## src/rtl/logic_unit_pipe.sv

```systemverilog
// Registered eight-function logic unit with an optional accumulator operand and a
// DEPTH-entry result FIFO, with valid/ready handshakes on input and output.
module logic_unit_pipe #(
    parameter int WIDTH = 4,
    parameter int DEPTH = 2
) (
    input  logic             clk,
    input  logic             rst,
    input  logic             enable,
    input  logic             in_valid,
    output logic             in_ready,
    input  logic [2:0]       op,
    input  logic             acc,
    input  logic [WIDTH-1:0] A,
    input  logic [WIDTH-1:0] B,
    output logic [WIDTH-1:0] out,
    output logic             zero,
    output logic             out_valid,
    input  logic             out_ready,
    output logic [WIDTH-1:0] acc_q
);

    localparam int PW = (DEPTH > 1) ? $clog2(DEPTH) : 1;
    localparam logic [PW:0] DEPTH_C = (PW+1)'(DEPTH);

    logic [PW:0]      count_q, count_d;
    logic [PW-1:0]    head_q, head_d;
    logic [PW-1:0]    tail_q, tail_d;
    logic [WIDTH-1:0] acc_d;
    logic [WIDTH-1:0] mem_q [DEPTH];
    logic [WIDTH-1:0] mem_d [DEPTH];

    logic             accept;
    logic             pop;
    logic [WIDTH-1:0] a_eff;
    logic [WIDTH-1:0] result;

    function automatic logic [WIDTH-1:0] logic_op(
        input logic [2:0]       sel,
        input logic [WIDTH-1:0] a,
        input logic [WIDTH-1:0] b
    );
        logic [WIDTH-1:0] r;
        r = '0;
        case (sel)
            3'b000:  r = a & b;
            3'b001:  r = a | b;
            3'b010:  r = a ^ b;
            3'b011:  r = ~(a | b);
            3'b100:  r[0] = (|a) && (|b);
            3'b101:  r[0] = (|a) || (|b);
            3'b110:  r = ~a;
            default: r = a & ~b;
        endcase
        return r;
    endfunction

    // Ready depends only on occupancy, so a full FIFO needs one drain cycle first.
    assign in_ready  = enable && !rst && (count_q < DEPTH_C);
    assign out_valid = (count_q != '0);
    assign accept    = in_valid && in_ready;
    assign pop       = out_valid && out_ready;

    assign a_eff  = acc ? acc_q : A;
    assign result = logic_op(op, a_eff, B);

    assign out  = out_valid ? mem_q[head_q] : '0;
    assign zero = (out == '0);

    always_comb begin
        count_d = count_q;
        head_d  = head_q;
        tail_d  = tail_q;
        acc_d   = acc_q;
        mem_d   = mem_q;
        if (accept) begin
            mem_d[tail_q] = result;
            tail_d        = tail_q + 1'b1;
            acc_d         = result;
        end
        if (pop) begin
            head_d = head_q + 1'b1;
        end
        case ({accept, pop})
            2'b10:   count_d = count_q + 1'b1;
            2'b01:   count_d = count_q - 1'b1;
            default: count_d = count_q;
        endcase
    end

    // Control state and accumulator reset; storage is qualified by count instead.
    always_ff @(posedge clk) begin
        if (rst) begin
            count_q <= '0;
            head_q  <= '0;
            tail_q  <= '0;
            acc_q   <= '0;
        end else begin
            count_q <= count_d;
            head_q  <= head_d;
            tail_q  <= tail_d;
            acc_q   <= acc_d;
        end
    end

    always_ff @(posedge clk) begin
        mem_q <= mem_d;
    end

endmodule

```

## config.mk

```make
export PLATFORM = sky130hd
export DESIGN_NAME = logic_unit_pipe
export DESIGN_NICKNAME = d
export VERILOG_FILES = /design/src/rtl/logic_unit_pipe.sv
export SDC_FILE = /design/constraint.sdc
export NUM_CORES = 1
export LEC_CHECK = 0
export BUFFER_PORTS_ARGS = -buffer_cell sky130_fd_sc_hd__buf_2
export CAP_MARGIN = 10
export CORE_MARGIN = 5
export CORE_UTILIZATION = 35
export CTS_CLUSTER_DIAMETER = 40
export DETAILED_ROUTE_END_ITERATION = 8
export PLACE_DENSITY = 0.58
export SYNTH_ARGS = -nofsm -noshare
export SYNTH_HDL_FRONTEND = slang
export SYNTH_SLANG_ARGS = --single-unit
```

## constraint.sdc

```tcl
create_clock -name clk -period 3.9 [get_ports clk]
set_clock_uncertainty 0.05 [all_clocks]
set_input_delay 0.195 -clock clk [delete_from_list [all_inputs] [get_ports clk]]
set_output_delay 0.195 -clock clk [all_outputs]
set_load 0.02 [all_outputs]
```

==> flow_metrics.tcl <==
set metrics [dict create \
    die_x_um 67.6 \
    clk_pin_slew_ns 0.10 \
    syn-num-nets 160 \
    finalNetCount 185 \
    tritoncts "built" \
    final_common_cell "buf_2" \
    ant_nets 0 \
    cts_setup_buffers 0 \
    ctsResizeCount 0 \
    ys.flop_type "edfxtp_1" \
    die-area_um2 4570 \
    drt-wirelength-per-cell_um 13.2 \
    fin_tns_setup_ns 0 \
    maxCapViolCount 0 \
    gp_congestion 0.810 \
    drive_gt1_share_pct 22.1 \
    avgSynthCellArea_um2 8.94 \
    clock_latency_ns 0.28 \
    yosysTopAreaCellShare_pct 20.7 \
    hpwl_mm 2.10 \
    tightest_slew_ns 0.474 \
    power.leakage_uw 0.000621 \
    comb_power_share_pct 34.3 \
    antenna_cells 0 \
    finalHoldViolCount 0 \
    hold_path.class "in -> reg" \
    async_flop_share_pct 0 \
    period_needed_ns 2.00 \
    whs_path_depth 2 \
    cts_buffers 3 \
    grt_start_max_net_pins 17 \
    overflow 0 \
    final.period_utilization_pct 51.3 \
    power.internal_uw 311 \
    grtUsageTotal_pct 12.0 \
    fin_util_pct 41.3 \
    outcome "finished, final reports clean" \
    rrSetupSlack_ns 1.90 \
    start_kind "flip-flop" \
    cts-root-buf "clkbuf_4" \
    clock_power_share_pct 22.8 \
    p_total_uw 472 \
    setup_violations 0 \
    ios 28 \
    fp.dieH_um 67.6 \
    grt_pass1_vias 953 \
    yosys.area.top_type "edfxtp_1" \
    synthToLayoutAreaGrowth_pct 16.8 \
    drt_iter0_drc 19 \
    switching_share_pct 34.2 \
    io_buffers 27 \
    p_switching_uw 161 \
    final_cell_mix "buf_2 (27), nor2_1 (18), ha_1 (13)" \
    holdPathEnd "acc_q[3]" \
    ys_seq_area_share_pct 34.4 \
    first_pass_iters 4 \
    synth-edff-count 8 \
    critPathKind "reg -> reg" \
    worstPathRequired_ns 4.08 \
    grt_antenna_before_repair 0 \
    hold_buffers 0 \
    htreeDepth 1 \
    peakVddDrop_mv 0.0889 \
    core_um2 3280 \
    cts_max_path_buffers 2 \
    seqPwrFrac_pct 42.9 \
    yosysWarnings 0 \
    drc 0 \
    syn_inst 130 \
    viasPerCell 5.03 \
    grt_pass1_wl_mm 4.20 \
    cts.sinks 16 \
    r2r-end "count_q[1]" \
    slew_headroom_pct 68.2 \
    power_density_nw_per_um2 348 \
    r2r_cells 6 \
    cp_max_fo 6 \
    ys_types 33 \
    netlist_area_um2 1160 \
    rsz0062_at_grt "no" \
    n_fill_cell 343 \
    worst_setup_path_end_kind "flip-flop" \
    hold_start "rst" \
    setup_slack_ns 1.90 \
    synth-seq-cells 16 \
    clock.fmax_ghz 0.500 \
    critPathArrivalTime_ns 2.18 \
    drv_slew 0 \
    vias 1005 \
    start_util_pct 35.4 \
    wl_mm 2.64 \
    synthTopCellsByArea "edfxtp_1 (21%), ha_1 (14%), dfxtp_1 (14%)" \
    num_rows 21 \
    r2r-start "count_q[1]" \
    pre_cts_ws_ns 1.89 \
]
stage by stage:
stage	cell area (µm²)	cells	hold WS, ns
2_1_floorplan	1160	130	0.400
3_3_place_gp	1320	196	0.441
3_5_place_dp	1320	196	0.446
4_1_cts	1360	200	0.123
5_1_grt	1360	200	0.142
6_report	1360	200	0.142
final cells by class:
type / instances / area [µm²] / share of cell area (%)
multi-input cells: 97 / 691 / 50.9
well taps: 46 / 57.6 / 4.24
repair buffers: 27 / 135 / 9.95
clock buffers: 4 / 36.3 / 2.67
flip-flops and latches: 16 / 400 / 29.5
inverters: 10 / 37.5 / 2.76
cells in the mapped netlist, drive strengths merged (2+ instances only):
master  number
a21oi        4
nor2        18
nor4         2
or4          2
edfxtp       8
nand2       12
inv         10
o21ai        2
buf          6
o211ai       3
o221ai       3
ha          13
nor2b        6
mux2i       10
nand3        3
a31oi        3
dfxtp        8
xnor2        3
power groups by stage:
stage	logic (µW)	clock network [µW]	registers, µW
floorplan	117	0	203
global placement	157	0	206
detailed placement	162	0	207
CTS	163	114	203
global route	180	122	204
finish	162	108	202
registers in the layout, indices dropped and copies added, names as in the netlist:
name     cells
acc_q        4
tail_q       1
mem_q        8
head_q       1
count_q      2
per-layer routing:
layer	part of all wire, %	GRT usage, %
met4	1.6	5.57
met1	42	14.2
met2	51	21.7
met5	0	0
met3	5.2	0.666
worst max-delay path by stage:
| stage | slack, ns | endpoint | startpoint | cells past startpoint |
|---|---|---|---|---|
| CTS | 1.90 | count_q[1] | count_q[1] | 6 |
| detailed placement | 1.89 | count_q[1] | rst | 7 |
| finish | 1.90 | count_q[1] | count_q[1] | 6 |
| global route | 1.76 | count_q[1] | count_q[1] | 6 |
| global placement | 1.93 | count_q[1] | rst | 7 |
| floorplan | 1.85 | count_q[1] | rst | 8 |
worst max-delay path, cell delays in order, from the launching register on:
cell and delay [ns]:
dfxtp_1 0.35, nor3b_2 0.23, and2_1 0.30, inv_1 0.17, ha_1 0.36, or3_1 0.35
a21oi_1 0.14
kinds of logic after synthesis:
kind of cell,count (synthesis),synth area share (%)
and+or+nand+nor,51,22.1
AOI/OAI and AO/OA,18,10.8
buffers and inverters,17,6.14
DFF,16,34.4
adders and majority gates,13,14.0
muxes,11,9.58
xor gates and xnor gates,4,3.01
Note: power is estimated with default switching activity, not from simulation.
